==> src/rtl/seq_div8_if.sv <==
// seq_div8_if: valid/ready request and result channels of the sequential divider.
interface seq_div8_if #(parameter int N = 4);
  logic         in_valid;
  logic         in_ready;
  logic [2*N-1:0] a;
  logic [N-1:0]   b;
  logic         out_valid;
  logic         out_ready;
  logic [2*N-1:0] q;
  logic [N-1:0]   r;
  logic         dz;
  modport master (
    output in_valid, a, b, out_ready,
    input  in_ready, out_valid, q, r, dz
  );
  modport slave (
    input  in_valid, a, b, out_ready,
    output in_ready, out_valid, q, r, dz
  );
endinterface

==> src/rtl/seq_div8.sv <==
// seq_div8: restoring divider, 2N-bit dividend by N-bit divisor, one quotient bit per clock.
module seq_div8 #(
  parameter int N = 4
) (
  input  logic     clk,
  input  logic     rst_n,
  seq_div8_if.slave bus
);
  localparam int CW = $clog2(2 * N) + 1;
  typedef enum logic [1:0] {IDLE, RUN, DONE} state_t;
  state_t         state_q;
  logic           in_ready_q, out_valid_q, dz_q;
  logic [2*N-1:0] dvd_q, quo_q;
  logic [N-1:0]   dvs_q, pr_q;
  logic [CW-1:0]  cnt_q;
  logic [N:0]     sh_d;
  logic [N-1:0]   diff_d, pr_d;
  logic           qbit_d;
  logic [2*N-1:0] quo_d;
  // Partial remainder stays below the divisor, so N bits hold it after each step.
  always_comb begin
    sh_d   = {pr_q, dvd_q[2*N-1]};
    qbit_d = sh_d >= {1'b0, dvs_q};
    diff_d = sh_d[N-1:0] - dvs_q;
    pr_d   = qbit_d ? diff_d : sh_d[N-1:0];
    quo_d  = {quo_q[2*N-2:0], qbit_d};
  end
  always_ff @(posedge clk or negedge rst_n) begin
    if (!rst_n) begin
      state_q     <= IDLE;
      in_ready_q  <= 1'b1;
      out_valid_q <= 1'b0;
      dz_q        <= 1'b0;
      dvd_q       <= '0;
      dvs_q       <= '0;
      pr_q        <= '0;
      quo_q       <= '0;
      cnt_q       <= '0;
    end else begin
      case (state_q)
        IDLE: if (bus.in_valid) begin
          state_q    <= RUN;
          in_ready_q <= 1'b0;
          dvd_q      <= bus.a;
          dvs_q      <= bus.b;
          pr_q       <= '0;
          quo_q      <= '0;
          cnt_q      <= CW'(2 * N);
          dz_q       <= bus.b == '0;
        end
        RUN: begin
          dvd_q <= dvd_q << 1;
          cnt_q <= cnt_q - 1'b1;
          quo_q <= quo_d;
          pr_q  <= pr_d;
          // Last step: a zero divisor still runs full length, then the result is forced.
          if (cnt_q == CW'(1)) begin
            state_q     <= DONE;
            out_valid_q <= 1'b1;
            quo_q       <= dz_q ? '1 : quo_d;
            pr_q        <= dz_q ? '0 : pr_d;
          end
        end
        DONE: if (bus.out_ready) begin
          state_q     <= IDLE;
          out_valid_q <= 1'b0;
          in_ready_q  <= 1'b1;
        end
        default: state_q <= IDLE;
      endcase
    end
  end
  assign bus.in_ready  = in_ready_q;
  assign bus.out_valid = out_valid_q;
  assign bus.q         = quo_q;
  assign bus.r         = pr_q;
  assign bus.dz        = dz_q;
endmodule

==> src/flat_wrapper.sv <==
// flat-port wrapper written by rule: the top's interface ports become plain ports
module seq_div8_flat 
#(
  parameter int N = 4
)
  (clk, rst_n, bus_in_valid, bus_a, bus_b, bus_out_ready, bus_in_ready, bus_out_valid, bus_q, bus_r, bus_dz);
  seq_div8_if #(.N(N)) bus_i ();
  input  logic clk;
  input  logic rst_n;
  input wire logic [$bits(bus_i.in_valid)-1:0] bus_in_valid;
  input wire logic [$bits(bus_i.a)-1:0] bus_a;
  input wire logic [$bits(bus_i.b)-1:0] bus_b;
  input wire logic [$bits(bus_i.out_ready)-1:0] bus_out_ready;
  output wire logic [$bits(bus_i.in_ready)-1:0] bus_in_ready;
  output wire logic [$bits(bus_i.out_valid)-1:0] bus_out_valid;
  output wire logic [$bits(bus_i.q)-1:0] bus_q;
  output wire logic [$bits(bus_i.r)-1:0] bus_r;
  output wire logic [$bits(bus_i.dz)-1:0] bus_dz;
  assign bus_i.in_valid = bus_in_valid;
  assign bus_i.a = bus_a;
  assign bus_i.b = bus_b;
  assign bus_i.out_ready = bus_out_ready;
  assign bus_in_ready = bus_i.in_ready;
  assign bus_out_valid = bus_i.out_valid;
  assign bus_q = bus_i.q;
  assign bus_r = bus_i.r;
  assign bus_dz = bus_i.dz;
  seq_div8 #(.N(N)) u_core (.clk(clk), .rst_n(rst_n), .bus(bus_i));
endmodule
==> config.mk <==
export PLATFORM = sky130hd
export DESIGN_NAME = seq_div8_flat
export DESIGN_NICKNAME = d
export VERILOG_FILES = /design/src/rtl/seq_div8_if.sv /design/src/rtl/seq_div8.sv /design/src/flat_wrapper.sv
export SDC_FILE = /design/constraint.sdc
export NUM_CORES = 1
export LEC_CHECK = 0
export CAP_MARGIN = 10
export CORE_MARGIN = 5
export CORE_UTILIZATION = 52
export CTS_CLUSTER_SIZE = 14
export DETAILED_ROUTE_END_ITERATION = 10
export PLACE_DENSITY = 0.78
export REMOVE_ABC_BUFFERS = 1
export SLEW_MARGIN = 20
export SYNTH_ARGS = -nofsm -noshare
export SYNTH_HDL_FRONTEND = slang
export SYNTH_SLANG_ARGS = --single-unit
==> constraint.sdc <==
create_clock -name clk -period 2.25 [get_ports clk]
set_input_delay 0.45 -clock clk [delete_from_list [all_inputs] [get_ports clk]]
set_output_delay 0.45 -clock clk [all_outputs]
set_load 0.01 [all_outputs]
==> summary.md, run 1 <==
| Metric | Value |
|---|---|
| Crit end category | output pin |
| Layout Area Growth over Synthesis | 21.19% |
| Share of cells above drive strength 1 | 13.04% |
| Hold wc startpoint | u_core.dvd_q[2]$_DFFE_PN0P_ |
| Min-delay worst type | flop to flop |
| Pleak | 0.9053 nW |
| Post_cts resized | 0 |
| Post-CTS setup-driven buffer insertion count | 0 |
| Max Clk Rate | about 0.54 GHz |
| Maximum root-to-sink buffer count | 2 |
| H-tree depth | 2 |
| Final setup violation count | 0 |
| ANT cells | 0 |
| Pwr Density | 1489 nW/µm² |
| Initial drt markers | 60 |
| Routed wire length per instance | 14.43 µm |
| Warning count from the yosys run | 0 |
| DRT antenna net count | 0 |
| Run status | finished, final reports clean |
| Crit path cell chain | clkdlybuf4s50_1 |
| Via density | 5.474 |
| Final worst slack | 386.3 ps |
| MaxCap Viol Count | 0 |
| Gate power share | 54.4% |
| Post-layout nets | around 230 |
| Rows | 20 |
| CP required | between 1500 and 2000 ps |
| Clk pwr share | 10.2% |
| Commonest non-fill, non-tap cell in the layout | dfrtp_1 |
| Synthesized area per cell | 9.930 µm² |
| CTS clk-pin slew, worst paths | 100 ps |
| Final hold violations | 0 |
| Num ports | 31 |
| CTS tree | built |
| Final setup TNS | 0 ps |
| CP max stage delay | approximately 550 ps |
| Most area-hungry cell type in the Yosys netlist | dfrtp_1 |
| Largest net degree at the start of global routing | 34 |
| Sequential share of the synthesized area | 48.14% |
| CP Launch Point | u_core.bus.in_ready$_DFFE_PN1P_ |
| Die Y | 67.48 µm |
| Slew margin rel. | 64.05% |
| Final WL | 3623 µm |
| Crit path max-delay family | flip-flops |
| # DRC | 0 |
| Remaining global-route overflow | 0 |
| Worst-path fanout max | 3 |
| Top-area cell type share of the netlist area | 46.61% |
| Critical-path top delay cell | dfstp_2 |
| Clock Sink Count | 33 |
| Worst vdd ir | 0.6760 mV |
| Psw | around 1.3 mW |
| #FFs+latches synth | 33 |
| First-pass GRT wire length | ~6200 µm |
| Clk_lat worst skew | 330 ps |
| Flop pwr share | 35.4% |
| Width of the die | 67.48 µm |
| Hpwl dp | 2770 µm |
| Tcrit/Tclk final | ~83% |
| Initial core utilization | 55.36% |
| Vias in the first global route | 1,370 |
| Router iterations before antenna repair | 4 |
| Worst setup SP type | flop |
| Die area | 4553 µm² |
| Top cells by area, synth | dfrtp_1 (47%), nand2_1 (6.6%), ha_1 (4.4%) |
| Worst-Margin Slew | 539.3 ps |
| Most frequent cells in the layout | dfrtp_1 (32), nand2_1 (30), clkdlybuf4s50_1 (30) |
| PortBufs | 30 |
| Synth cell types | 40 |
| Power Internal | 1.773 mW |
| Tmin final | 1864 ps |
| Place WS | 376.8 ps |
| Switch share | 42.82% |
| Clk root buf | clkbuf_4 |
| GRT Overall Usage | 18.15% |
| Crit path arrival time | 1410 ps |
| RSZ-0062 raised after global routing | no |
| Mapped Cells | around 170 |
| Final hold slack | 485.7 ps |
| Final max-slew violation count | 0 |
| Via count | 1,374 |
| Reg-to-Reg Start | u_core.bus.r[1]$_DFFE_PN0P_ |
| Core Area | 3103 µm² |
| Initial antenna violation count | 0 |
| Total CTS buffers | 5 |
| Hold Buf Count CTS | 0 |
| Final setup skew | 15.35 ps |
| GP Congestion | 0.8530 |
| CP bufs+invs | 1 |
| Post-Syn Area | 1718 µm² |
| Critical path class | flop to output pin |
## cells in the mapped netlist
library cell / number
nand2_1: 30
buf_4: 3
buf_6: 4
nand3_1: 3
nor3b_4: 1
nor3b_2: 1
o21ai_0: 13
o31ai_2: 2
or3_1: 1
a211oi_2: 1
o211ai_1: 3
or2_1: 2
nor2_1: 15
nor3_1: 3
nor2b_1: 1
and3b_1: 1
inv_1: 10
or4_1: 1
nor2b_2: 1
a211o_1: 1
xor2_1: 1
dfrtp_1: 32
o311ai_2: 1
nand2b_4: 2
dfstp_2: 1
fa_1: 1
a21o_1: 2
a211oi_1: 1
nor2_2: 1
ha_1: 6
o21ai_1: 1
a21oi_2: 4
a22oi_1: 6
a221o_1: 1
a211oi_4: 1
buf_2: 1
a21oi_1: 11
a31oi_1: 1
nor4_1: 1
o21a_1: 1
## cells by family after synthesis
kind of cell             after synthesis  synth area share, %
adder cells (fa/ha/maj)                7                5.535
XOR/XNOR                               1               0.5099
AND/OR/NAND/NOR                       64                18.65
flip-flops                            33                48.14
AO/OA/AOI/OAI                         50                20.76
buffers and inverters                 18                6.409
## metal layers
layer	up-vias	wire (µm)	global-route usage (%)
met5	-	0	0
met4	0	27	4.557
met3	4	148	4.659
met2	32	1877	31.96
met1	680	1568	21.96
li1	658	-	-
## tightest hold or removal path, stage by stage, from the launching register on
cell and delay [ps]:
dfrtp_1 360, nand2_1 50, nand2_1 50
## worst paths after layout
check | end | slack [ps] | depth (start not counted)
min in group asynchronous | u_core.bus.r[3]$_DFFE_PN0P_ | 510 | 2
worst min register to register | u_core.dvd_q[2]$_DFFE_PN0P_ | 490 | 2
max in group asynchronous | u_core.bus.in_ready$_DFFE_PN1P_ | 1400 | 2
worst min-delay path | u_core.dvd_q[2]$_DFFE_PN0P_ | 490 | 2
worst max-delay path | bus_in_ready | 390 | 1
worst max register to register | u_core.bus.r[2]$_DFFE_PN0P_ | 420 | 5
## sequential cells by signal (all words and copies together) (netlist names)
name / flops
u_core.state_q: 2
u_core.dvd_q: 8
u_core.bus.q: 8
u_core.bus.dz: 1
u_core.bus.out_valid: 1
u_core.cnt_q: 4
u_core.bus.r: 4
u_core.dvs_q: 4
u_core.bus.in_ready: 1
## stage by stage
step | power (mW) | utilization [%] | std cells | cell area (µm²)
after detailed placement | 2.806 | 65.44 | 243 | 2031
after global routing | 3.380 | 67.10 | 251 | 2082
after CTS | 3.125 | 67.10 | 251 | 2082
after global placement | 2.712 | 65.44 | 243 | 2031
final | 3.101 | 67.10 | 251 | 2082
after floorplan | 2.221 | - | 165 | 1645
## power by group through the flow
stage                     clock network, mW  logic [mW]  registers (mW)
after global placement                    0        1.62            1.09
final                                 0.316        1.69            1.10
after detailed placement                  0        1.70            1.11
after global routing                  0.355        1.89            1.14
after CTS                             0.324        1.70            1.10
after floorplan                           0        1.11            1.11
## final cells by class
| type | count | area [µm²] |
|---|---|---|
| inverter | 10 | 37.54 |
| fill | 272 | 1021 |
| clock inverter | 2 | 10.01 |
| clock buffer | 6 | 41.29 |
| tap | 44 | 55.05 |
| multi-input combinational | 122 | 780.7 |
| sequential | 33 | 827.0 |
| timing repair buffer | 34 | 330.3 |
Power figures use the tool's default switching activity.
==> run 2: changes to the inputs <==
--- a/config.mk
+++ b/config.mk
@@ -7,10 +7,10 @@
 export LEC_CHECK = 0
 export CAP_MARGIN = 10
 export CORE_MARGIN = 5
-export CORE_UTILIZATION = 52
+export CORE_UTILIZATION = 47
 export CTS_CLUSTER_SIZE = 14
 export DETAILED_ROUTE_END_ITERATION = 10
-export PLACE_DENSITY = 0.78
+export PLACE_DENSITY = 0.75
 export REMOVE_ABC_BUFFERS = 1
 export SLEW_MARGIN = 20
 export SYNTH_ARGS = -nofsm -noshare
==> constraint.sdc (replaced) <==
create_clock -name clk -period 1.7 [get_ports clk]
set_input_delay 0.34 -clock clk [delete_from_list [all_inputs] [get_ports clk]]
set_output_delay 0.34 -clock clk [all_outputs]
set_load 0.01 [all_outputs]
==> summary.md, run 2 (synthesis gave the netlist of run 1 again) <==
| Metric | Value |
|---|---|
| Worst-path fanout max | 4 |
| RSZ-0062 raised after global routing | yes |
| Placed cell area | 2138 µm² |
| Hpwl dp | 2914 µm |
| Layout Area Growth over Synthesis | 34.38% |
| Clock Sink Count | 33 |
| Max Clk Rate | 0.6026 GHz |
| Final setup violation count | 0 |
| Initial antenna violation count | 0 |
| Worst-Margin Slew | 375.9 ps |
| Via density | 5.307 |
| Remaining global-route overflow | 0 |
| Router iterations before antenna repair | 4 |
| Crit end category | flop |
| Crit path cell chain | ha_4 -> and3b_1 -> or3_1 -> a211oi_2 -> o31ai_2 |
| Rows | 22 |
| Initial core utilization | about 48% |
| Die Y | between 70 and 80 µm |
| R2R Path End | u_core.bus.r[3]$_DFFE_PN0P_ |
| Die area | 4964 µm² |
| GRT Overall Usage | approximately 17% |
| GP Congestion | 0.9243 |
| Post-layout nets | 241 |
| Via count | 1,417 |
| Pleak | 1.007 nW |
| Final hold violations | 0 |
| Clk_lat worst skew | 290 ps |
| Total CTS buffers | 5 |
| Placed cell count | about 260 |
| Largest net degree at the start of global routing | 34 |
| Share of cells above drive strength 1 | a little under a quarter |
| Final setup skew | 7.055 ps |
| Num ports | 31 |
| CP max stage delay | about 420 ps |
| Most frequent cells in the layout | dfrtp_1 (31), nand2_1 (29), clkdlybuf4s50_1 (28) |
| Utilization after layout | 64.02% |
| Final max-slew violation count | 0 |
| Slew margin rel. | about 75% |
| Commonest non-fill, non-tap cell in the layout | dfrtp_1 |
| DRT antenna net count | 0 |
| Run status | finished, final reports clean |
| Reg-to-Reg Start | u_core.bus.r[1]$_DFFE_PN0P_ |
| Critical-path top delay cell | dfrtp_1 |
| Vias in the first global route | 1,554 |
| Min-delay worst type | input port to asynchronous set/reset pin |
| H-tree depth | 2 |
| Final WL | 3977 µm |
| CP required | 1870 ps |
| Clk root buf | clkbuf_8 |
| Non-filler cells, final | approximately 270 |
| PortBufs | 30 |
| Initial drt markers | 86 |
| Critical path class | flop to flop |
| Reg2Reg Depth | 5 |
| Routed wire length per instance | between 10 and 15 µm |
| First-pass GRT wire length | 6927 µm |
| ANT cells | 0 |
| Width of the die | 70.46 µm |
| R2r setup slk | between 40 and 50 ps |
| MaxCap Viol Count | 0 |
| Tcrit/Tclk final | between 90% and 100% |
| Crit path arrival time | 1830 ps |
| # DRC | 0 |
| Maximum root-to-sink buffer count | 2 |
| Worst vdd ir | 1.158 mV |
| CTS tree | built |
| CTS clk-pin slew, worst paths | 70 ps |
| Final hold slack | between 400 and 500 ps |
| Core Area | around 3600 µm² |
| Hold Buf Count CTS | 0 |
| Worst setup SP type | flop |
| Pwr Density | approximately 2100 nW/µm² |
| Design area | 2308 µm² |
| Tmin final | 1660 ps |
[run 2: through the flow]
step	power [mW]	worst slack, ps	setup TNS, ps
after floorplan	2.940	-36.85	-76.81
after global placement	3.821	20.42	0
after detailed placement	3.957	-22.86	-64.37
after CTS	4.794	19.89	0
after global routing	5.308	-19.10	-36.03
final	4.925	40.49	0
[run 2: power by group]
part / switching, mW / leakage, nW / internal (mW)
clock network: 0.286 / 0.0585 / 0.478
registers: 0.325 / 0.390 / 1.14
logic: 1.35 / 0.558 / 1.34
total: 1.96 / 1.01 / 2.96
[run 2: critical path, delay by kind of cell (launching register included)]
family / cells / cell delay [ps]
and+or+nand+nor: 2 / 560
DFF: 1 / 420
AOI/OAI and AO/OA: 2 / 290
adders and majority gates: 1 / 260
[run 2: worst max-delay path by stage]
stage,from,end,slack [ps],depth (start not counted)
floorplan,u_core.bus.r[1]$_DFFE_PN0P_,u_core.bus.r[2]$_DFFE_PN0P_,-40,5
global placement,u_core.bus.r[1]$_DFFE_PN0P_,u_core.bus.r[2]$_DFFE_PN0P_,20,5
detailed placement,u_core.bus.r[1]$_DFFE_PN0P_,u_core.bus.r[2]$_DFFE_PN0P_,-20,5
CTS,u_core.bus.r[3]$_DFFE_PN0P_,bus_r[3],20,1
global route,u_core.bus.r[1]$_DFFE_PN0P_,u_core.bus.r[3]$_DFFE_PN0P_,-20,5
finish,u_core.bus.r[1]$_DFFE_PN0P_,u_core.bus.r[3]$_DFFE_PN0P_,40,5
[run 2: repair_timing]
| item | in CTS | in global routing |
|---|---|---|
| setup buffers | 0 | 0 |
| endpoints found under the hold margin | 0 | 0 |
| pin swaps | 0 | 4 |
| setup endpoints to repair | 6 | 6 |
| gates resized for setup | 4 | 12 |
[run 2: per-layer routing]
metal / up-vias / routed length (µm) / global-route usage [%] / part of all wire (%)
li1: 684 / - / - / -
met1: 701 / 1707 / 20.95 / 43
met2: 29 / 2083 / 29.31 / 52
met3: 3 / 155 / 5.468 / 3.9
met4: 0 / 30 / 5.106 / 0.75
met5: - / 0 / 0 / 0
[run 2: cell type report]
class	instances	area [µm²]
inverter	10	37.54
sequential	33	828.3
clock inverter	1	30.03
fill	307	1297
tap	48	60.06
multi-input combinational	122	835.8
clock buffer	7	86.33
timing repair buffer	46	430.4
==> run 3: changes to the inputs <==
--- a/config.mk
+++ b/config.mk
@@ -7,10 +7,10 @@
 export LEC_CHECK = 0
 export CAP_MARGIN = 10
 export CORE_MARGIN = 5
-export CORE_UTILIZATION = 47
+export CORE_UTILIZATION = 52
 export CTS_CLUSTER_SIZE = 14
 export DETAILED_ROUTE_END_ITERATION = 10
-export PLACE_DENSITY = 0.75
+export PLACE_DENSITY = 0.91
 export REMOVE_ABC_BUFFERS = 1
 export SLEW_MARGIN = 20
 export SYNTH_ARGS = -nofsm -noshare
==> constraint.sdc (replaced) <==
create_clock -name clk -period 1.6 [get_ports clk]
set_input_delay 0.32 -clock clk [delete_from_list [all_inputs] [get_ports clk]]
set_output_delay 0.32 -clock clk [all_outputs]
set_load 0.01 [all_outputs]
==> summary.md, run 3 (synthesis gave the netlist of run 1 again) <==
| Metric | Value |
|---|---|
| Run status | finished, violations left |
| Failing checks | setup timing |
| Tcrit/Tclk final | 106.0% |
| Total CTS buffers | 5 |
| Critical-path top delay cell | dfrtp_1 |
| Crit path max-delay family | compound AO/OA/AOI/OAI gates |
| Critical path depth | 6 |
| Clk root buf | clkbuf_4 |
| Most frequent cells in the layout | dfrtp_1 (31), nand2_1 (29), buf_4 (23) |
| CP required | 1830 ps |
| Crit path arrival time | about 1900 ps |
| Via count | 1,485 |
| Area of the multi-input gates | 872.1 µm² |
| Worst vdd ir | 1.228 mV |
| Hpwl dp | 2767 µm |
| Final worst slack | -95.35 ps |
| Utilization after layout | 76.29% |
| Clock Sink Count | 33 |
| Place WS | -191.2 ps |
| ANT cells | 0 |
| DRT antenna net count | 0 |
| Remaining global-route overflow | 0 |
| CP bufs+invs | 1 |
| Tmin final | 1695 ps |
| Critical path class | flop to flop |
| Min-delay worst type | input port to asynchronous set/reset pin |
| # DRC | 0 |
| Rows | 20 |
| Max Clk Rate | 0.5899 GHz |
| Layout Area Growth over Synthesis | 37.80% |
| Placed cell count | 258 |
| Top Layer Used | met4 |
| H-tree depth | 2 |
| Initial drt markers | 97 |
| Crit end category | flop |
| Num ports | 31 |
| First-pass GRT wire length | approximately 7000 µm |
| Pwr Density | 2266 nW/µm² |
| Pwr Total | about 5.4 mW |
| # fillers | approximately 220 |
| Final hold violations | 0 |
| CTS tree | built |
| Share of cells above drive strength 1 | 29.96% |
| Met2 WL | 2103 µm |
| Clk_lat worst skew | 350 ps |
| CP max stage delay | 390 ps |
| Met3 wire len | approximately 250 µm |
| Width of the die | between 60 and 70 µm |
| Die area | 4553 µm² |
| MaxCap Viol Count | 0 |
| Pleak | 1.058 nW |
| Via density | 5.480 |
| Largest net degree at the start of global routing | 34 |
| Register Area | 828.3 µm² |
| RSZ-0062 raised after global routing | yes |
| Initial antenna violation count | 0 |
| Post-layout nets | 249 |
| Worst-Margin Slew | roughly 450 ps |
| Vias in the first global route | 1,426 |
| GP Congestion | 0.7997 |
| Final setup violation count | 4 |
| Final setup skew | 10.56 ps |
| Commonest non-fill, non-tap cell in the layout | dfrtp_1 |
| GRT Overall Usage | 20.71% |
| Reg2Reg Depth | 6 |
| Routed wire length per instance | 15.76 µm |
| Initial core utilization | between 50% and 60% |
| Non-filler cells, final | 271 |
| Wl on met1 | 1833 µm |
| Die Y | 67.48 µm |
| Slew margin rel. | 69.96% |
| Hold Buf Count CTS | 0 |
| R2r setup slk | -100 ps |
| CTS clk-pin slew, worst paths | 110 ps |
| PortBufs | 30 |
| Final max-slew violation count | 0 |
| Crit path cell chain | inv_2 -> ha_4 -> or2_4 -> a211o_4 -> a21oi_2 -> o31ai_2 |
| Maximum root-to-sink buffer count | 2 |
| Final WL | 4272 µm |
| Worst setup SP type | flop |
| Core Area | between 3000 and 4000 µm² |
| Router iterations before antenna repair | 4 |
| Worst-path fanout max | 4 |
[run 3: metal layers]
layer | global-route usage [%] | vias up
li1 | - | 702
met1 | 27.02 | 718
met2 | 32.93 | 55
met3 | 5.491 | 10
met4 | 7.595 | 0
met5 | 0 | -
[run 3: metrics by stage]
stage	setup TNS, ps	hold WS (ps)	area [µm²]
after floorplan	-546.0	24.41	1645
after global placement	-607.4	459.8	2156
after detailed placement	-1263	467.7	2156
after CTS	-173.8	324.2	2310
after global routing	-416.9	317.7	2367
final	-242.2	318.0	2367
[run 3: worst paths after layout]
path | start | endpoint
max | u_core.dvs_q[2]$_DFFE_PN0P_ | u_core.bus.r[3]$_DFFE_PN0P_
min | rst_n | u_core.bus.r[1]$_DFFE_PN0P_
max reg2reg | u_core.dvs_q[2]$_DFFE_PN0P_ | u_core.bus.r[3]$_DFFE_PN0P_
min reg2reg | u_core.dvd_q[3]$_DFFE_PN0P_ | u_core.dvd_q[3]$_DFFE_PN0P_
max in group asynchronous | rst_n | u_core.bus.in_ready$_DFFE_PN1P_
min in group clk | u_core.dvd_q[3]$_DFFE_PN0P_ | u_core.dvd_q[3]$_DFFE_PN0P_
[run 3: power breakdown]
group	leakage [nW]	internal (mW)	total, mW	switching, mW
combinational	0.626	1.52	3.22	1.69
clock	0.0414	0.331	0.648	0.318
sequential	0.390	1.21	1.50	0.285
[run 3: area by class of cell]
| class | instances | area share (%) |
|---|---|---|
| multi-input combinational | 122 | 36.84 |
| clock buffer | 5 | 1.586 |
| tap | 44 | 2.326 |
| timing repair buffer | 54 | 20.72 |
| sequential | 33 | 34.99 |
| inverter | 10 | 1.586 |
| clock inverter | 3 | 1.956 |
[run 3: timing repair]
| action | in CTS | in global routing |
|---|---|---|
| setup buffers | 5 | 0 |
| resized for setup | 22 | 15 |
| setup endpoints to repair | 18 | 16 |
| pin swaps | 8 | 8 |
